===== config.mk =====
export PLATFORM = sky130hd
export DESIGN_NAME = ext_bus_seq
export DESIGN_NICKNAME = d
export VERILOG_FILES = /design/src/rtl/ext_bus_pkg.sv /design/src/rtl/ext_bus_lane_sel.sv /design/src/rtl/ext_bus_seq.sv
export SDC_FILE = /design/constraint.sdc
export NUM_CORES = 1
export LEC_CHECK = 0
export BUFFER_PORTS_ARGS = -buffer_cell sky130_fd_sc_hd__buf_2
export CORE_UTILIZATION = 40
export DETAILED_ROUTE_END_ITERATION = 10
export MAX_ROUTING_LAYER = met4
export REMOVE_ABC_BUFFERS = 1
export SLEW_MARGIN = 20
export SYNTH_ARGS = -nofsm -noshare
export SYNTH_HDL_FRONTEND = slang
export SYNTH_HIERARCHICAL = 1
export SYNTH_SLANG_ARGS = --single-unit

===== constraint.sdc =====
create_clock -name clk -period 9.1 [get_ports clk]
set_input_delay 2.73 -clock clk [delete_from_list [all_inputs] [get_ports clk]]
set_output_delay 2.73 -clock clk [all_outputs]
set_load 0.05 [all_outputs]

===== src/rtl/ext_bus_pkg.sv =====
// Shared state encoding, width helpers and counter sizing for the external-bus sequencer.
package ext_bus_pkg;

   typedef enum logic [2:0] {IDLE, ADDR, WDATA, RDATA, DONE} state_t;

   localparam int WCNT_W = 3;

   function automatic int nb_of(input int dw);
      return dw / 8;
   endfunction

   function automatic int lb_of(input int dw);
      return $clog2(dw / 8);
   endfunction

   function automatic int iw_of(input int dw);
      return (lb_of(dw) > 0) ? lb_of(dw) : 1;
   endfunction

   function automatic int ab_of(input int aw);
      return aw / 8;
   endfunction

endpackage


===== src/rtl/ext_bus_lane_sel.sv =====
// Combinational next-enabled-lane finder: lowest set mask bit above cur (or from lane 0 when start).
module ext_bus_lane_sel #(
   parameter int NB = 2,
   parameter int IW = 1
) (
   input  logic [NB-1:0] mask,
   input  logic [IW-1:0] cur,
   input  logic          start,
   output logic [IW-1:0] nxt,
   output logic          last
);

   // Descending scan so the lowest qualifying lane wins; last means nothing follows cur.
   always_comb begin
      nxt  = '0;
      last = 1'b1;
      for (int l = NB - 1; l >= 0; l--) begin
         if (mask[l] && (start || (l > int'(cur)))) begin
            nxt  = IW'(l);
            last = 1'b0;
         end
      end
   end

endmodule


===== src/rtl/ext_bus_seq.sv =====
// External-bus sequencer: serialises CPU read/write ports onto an 8-bit multiplexed pin bus.
// Define EXTBUS_READY_EN to let pin_ready stretch each data-lane phase.
module ext_bus_seq
   import ext_bus_pkg::*;
#(
   parameter int DW          = 16,
   parameter int AW          = 16,
   parameter int WAIT_CYCLES = 0
) (
   input  logic                     clk,
   input  logic                     reset_in,
   input  logic                     ena,
   input  logic [AW-lb_of(DW)-1:0]  raddr,
   input  logic                     rreq,
   output logic [DW-1:0]            rdata,
   output logic                     rdone,
   input  logic [AW-lb_of(DW)-1:0]  waddr,
   input  logic [DW-1:0]            wdata,
   input  logic [nb_of(DW)-1:0]     wmask,
   output logic                     wdone,
   output logic [7:0]               pin_out,
   input  logic [7:0]               pin_in,
   output logic [ab_of(AW)-1:0]     pin_latch,
   output logic                     pin_wr,
   output logic                     pin_rd,
   output logic [iw_of(DW)-1:0]     pin_idx,
   input  logic                     pin_ready
);

   localparam int NB  = nb_of(DW);
   localparam int LB  = lb_of(DW);
   localparam int IW  = iw_of(DW);
   localparam int AB  = ab_of(AW);
   localparam int ABW = (AB > 1) ? $clog2(AB) : 1;

   state_t            state;
   logic [AW-1:0]     addr_q;
   logic [DW-1:0]     dat_q;
   logic [NB-1:0]     msk_q;
   logic              is_wr;
   logic [ABW-1:0]    abyte;
   logic [ABW-1:0]    ab_nxt;
   logic [IW-1:0]     lane;
   logic [WCNT_W-1:0] wcnt;
   logic [AW-1:0]     waddr_b;
   logic [AW-1:0]     raddr_b;
   logic [NB-1:0]     sel_mask;
   logic              sel_start;
   logic [IW-1:0]     sel_lane;
   logic              sel_last;
   logic              at_wait;
   logic              rdy;

`ifdef EXTBUS_READY_EN
   assign rdy = pin_ready;
`else
   logic unused_ready;
   assign unused_ready = pin_ready;
   assign rdy          = 1'b1;
`endif

   // Word addresses become byte addresses with the lane bits forced to zero.
   assign waddr_b   = AW'(waddr) << LB;
   assign raddr_b   = AW'(raddr) << LB;
   assign ab_nxt    = abyte - 1'b1;
   assign at_wait   = (wcnt == WCNT_W'(WAIT_CYCLES));
   assign sel_mask  = is_wr ? msk_q : '1;
   assign sel_start = (state == ADDR);

   ext_bus_lane_sel #(
      .NB (NB),
      .IW (IW)
   ) u_lane_sel (
      .mask  (sel_mask),
      .cur   (lane),
      .start (sel_start),
      .nxt   (sel_lane),
      .last  (sel_last)
   );

   always_ff @(posedge clk) begin
      if (reset_in) begin
         state     <= IDLE;
         pin_out   <= '0;
         pin_latch <= '0;
         pin_wr    <= 1'b0;
         pin_rd    <= 1'b0;
         pin_idx   <= '0;
         rdone     <= 1'b0;
         wdone     <= 1'b0;
         rdata     <= '0;
         is_wr     <= 1'b0;
         abyte     <= '0;
         lane      <= '0;
         wcnt      <= '0;
      end else if (ena) begin
         case (state)
            IDLE: begin
               if (|wmask) begin
                  addr_q    <= waddr_b;
                  dat_q     <= wdata;
                  msk_q     <= wmask;
                  is_wr     <= 1'b1;
                  abyte     <= ABW'(AB - 1);
                  pin_latch <= AB'(1) << (AB - 1);
                  pin_out   <= waddr_b[AW-1 -: 8];
                  state     <= ADDR;
               end else if (rreq) begin
                  addr_q    <= raddr_b;
                  is_wr     <= 1'b0;
                  abyte     <= ABW'(AB - 1);
                  pin_latch <= AB'(1) << (AB - 1);
                  pin_out   <= raddr_b[AW-1 -: 8];
                  state     <= ADDR;
               end
            end
            ADDR: begin
               if (abyte != '0) begin
                  abyte     <= ab_nxt;
                  pin_latch <= AB'(1) << ab_nxt;
                  pin_out   <= addr_q[8*ab_nxt +: 8];
               end else begin
                  pin_latch <= '0;
                  lane      <= sel_lane;
                  pin_idx   <= sel_lane;
                  wcnt      <= '0;
                  if (is_wr) begin
                     pin_wr  <= 1'b1;
                     pin_out <= dat_q[8*sel_lane +: 8];
                     state   <= WDATA;
                  end else begin
                     pin_rd  <= 1'b1;
                     state   <= RDATA;
                  end
               end
            end
            WDATA, RDATA: begin
               if (!at_wait) begin
                  wcnt <= wcnt + 1'b1;
               end else if (rdy) begin
                  if (state == RDATA) rdata[8*lane +: 8] <= pin_in;
                  if (sel_last) begin
                     pin_wr <= 1'b0;
                     pin_rd <= 1'b0;
                     wdone  <= is_wr;
                     rdone  <= !is_wr;
                     state  <= DONE;
                  end else begin
                     lane    <= sel_lane;
                     pin_idx <= sel_lane;
                     wcnt    <= '0;
                     if (is_wr) pin_out <= dat_q[8*sel_lane +: 8];
                  end
               end
            end
            DONE: begin
               wdone <= 1'b0;
               rdone <= 1'b0;
               state <= IDLE;
            end
            default: state <= IDLE;
         endcase
      end
   end

endmodule


==> run_results.csv <==
group,metric,value,unit
placed_design,dp_hpwl,4800,µm
synth,async_flop_share,0,
detailed_routing,via_per_inst,5.19,
setup_path,critical_path_arrival,4170,ps
timing,slew-limit-headroom,0.310,
synth,synth_cells,266,
synth,synth_fa_ha_area_frac,0.00847,
detailed_routing,routed_wl,6690,µm
timing,period_share,0.463,
detailed_routing,drtIter0Drc,203,
clock_network,cts_max_level,3,
synth,yosys.area.top_type,"dfxtp_1",
grt,grt_pass1_wl,10800,µm
synth,synth_simple_gate_area_share,0.144,
power,vdd_ir_drop_max,0.114,mV
grt,track_usage,0.192,
detailed_routing,wl_met1,3270,µm
die,coreArea,0.00694,mm²
synth,synth_top_family_by_area,"compound AO/OA/AOI/OAI gates",
synth,synth_mux_area_frac,0.145,
clock_network,cts_sinks,63,
clock_network,post_cts_buffers,0,
clock_network,ctsResizeCount,0,
detailed_routing,vias,2354,
die,chipHeight,87.9,µm
layout,multi_input_area,0.00135,mm²
synth,ys_ff_latch,63,
grt,grt_max_degree,35,
timing,slew_viol_final,0,
timing,rsz0062_at_grt,"no",
layout,post-route-util,0.531,
timing,setup_viol,0,
status,status,"completed",
detailed_routing,drc,0,
setup_path,crit_type,"in2reg",
grt,grt_pass1_vias,2188,
synth,synth_top_area_share,0.258,
placed_design,io_buffers,90,
layout,seq_area,0.00151,mm²
layout,synthToLayoutAreaGrowth,24.8,%
synth,synth_warnings,6,
layout,antenna_cells,0,
synth,synth-compound-area-share,0.156,
setup_path,startpoint_type,"input port",
synth,ys_top_cells_by_area,"dfxtp_1 26%, edfxtp_1 25%, mux2i_1 8.8%, mux2_2 5.7%, nor2_1 3.6%",
timing,worst_clock_skew,9.29,ps
timing,finalSetupTns,0,ps
synth,ys_seq_area_frac,0.512,
power,powerDensity,186,mW/mm²
clock_network,cts_max_path_buffers,2,
synth,synth_ff_type,"dfxtp_1",
clock_network,cts_tree,"done",
synth,ys_types,52,
timing,worst_pin_slew,1030,ps
detailed_routing,detail-route-antenna-nets,0,
min_path,hold_path.class,"reg2reg",
flow_run,drv_cap,0,
layout,layout-drive-gt1-share,0.377,
clock_network,cts_hold_buf,0,
synth,yosys.area_share.xor_xnor,0,
setup_path,endpoint_kind,"flop",
detailed_routing,post_drt_wl_per_cell,14.7,µm
grt,overflow,0,
layout,layout_common_cells,"90 x buf_2, 38 x dfxtp_1, 28 x nor2_1",
grt,antenna_found_initial,0,
die,die_w,87.9,µm
synth,synth_edf_count,25,
die,start_util,0.425,
clock_network,path_clk_slew,70,ps
detailed_routing,met3WireLength,332,µm
setup_path,required,9050,ps
die,pin_count,92,
timing,post-route-min-period,4220,ps
layout,fillers,633,
power,leakage,1.55,nW
clock_network,clk_latency,330,ps
timing,finalHoldViolCount,0,
layout,final_common_cell,"buf_2",
clock_network,cts_root_buffer,"clkbuf_8",
timing,fmax,0.237,GHz
detailed_routing,drtPass1Iterations,4,
detailed_routing,maxUsedRoutingLayer,"met4",
die,die_area,0.00773,mm²
layout,layout.nets,416,
synth,avgSynthCellArea,11.1,µm²
placed_design,gpl.final_weighted_congestion,0.784,
setup_path,cp_max_fo,8,
synth,synth.cell_area,0.00295,mm²
die,rows,30,
clock_network,numCtsBuffers,9,
detailed_routing,wl_met2,3030,µm
## synthesized netlist by cell type (7+ instances only)
cell,n
nand2_1,11
a21oi_1,13
nor2_1,28
clkbuf_1,7
o211ai_1,12
dfxtp_1,38
o21ai_0,10
mux2_2,15
mux2i_1,26
edfxtp_1,25
a22o_1,8
## per-stage QoR
step / setup slack, ps / power (W) / hold WS [ps] / area [µm²] / std cells
6_report: 4880 / 0.000684 / 460 / 3690 / 454
5_1_grt: 4790 / 0.000713 / 481 / 3690 / 454
4_1_cts: 4900 / 0.000692 / 466 / 3690 / 454
3_5_place_dp: 4550 / 0.000425 / 449 / 3470 / 438
3_3_place_gp: 4540 / 0.000424 / 450 / 3470 / 438
2_1_floorplan: 4380 / 0.000388 / 460 / 2880 / 250
## critical path, stage by stage
cell and delay, ps:
buf_2 170, and2b_1 270, nand2_1 140, nor3_1 860
## per-layer routing
metal	up-vias	track usage
met1	1117	0.264
li1	1168	-
met3	4	0.0434
met5	-	-
met4	0	0.0715
met2	65	0.273
## report_power, final
part	leakage, nW	internal (W)	switching [W]
combinational	0.908	0.0000403	0.0000632
clock	0.103	0.000155	0.000111
sequential	0.539	0.000306	0.00000882
## final cells by class
type                       count  share of cell area
clock inverter                 7              0.0261
tap                           96              0.0326
inverter                       6             0.00611
sequential                    63               0.410
timing repair buffer          92               0.126
clock buffer                   9              0.0336
multi-input combinational    181               0.365
## final timing paths
check	start	end	depth (start not counted)	slack, ps
setup reg to reg	state[1]	state[0]	7	6390
setup / recovery	ena	addr_q[2]	4	4880
hold / removal	pin_rd	pin_rd	1	460
hold reg to reg	pin_rd	pin_rd	1	460
## kinds of logic after synthesis
group / after synthesis
simple gates: 74
compound gates: 64
flops: 63
mux: 41
buf+inv: 22
fa+ha+maj: 2
## state kept, by name, summed over array words and instances, names as in the netlist, 2 cells and up
register	flops
wcnt	3
pin_out	8
rdata	16
dat_q	16
addr_q	7
state	3
pin_latch	2
msk_q	2
(Power assumes the default switching activity.)
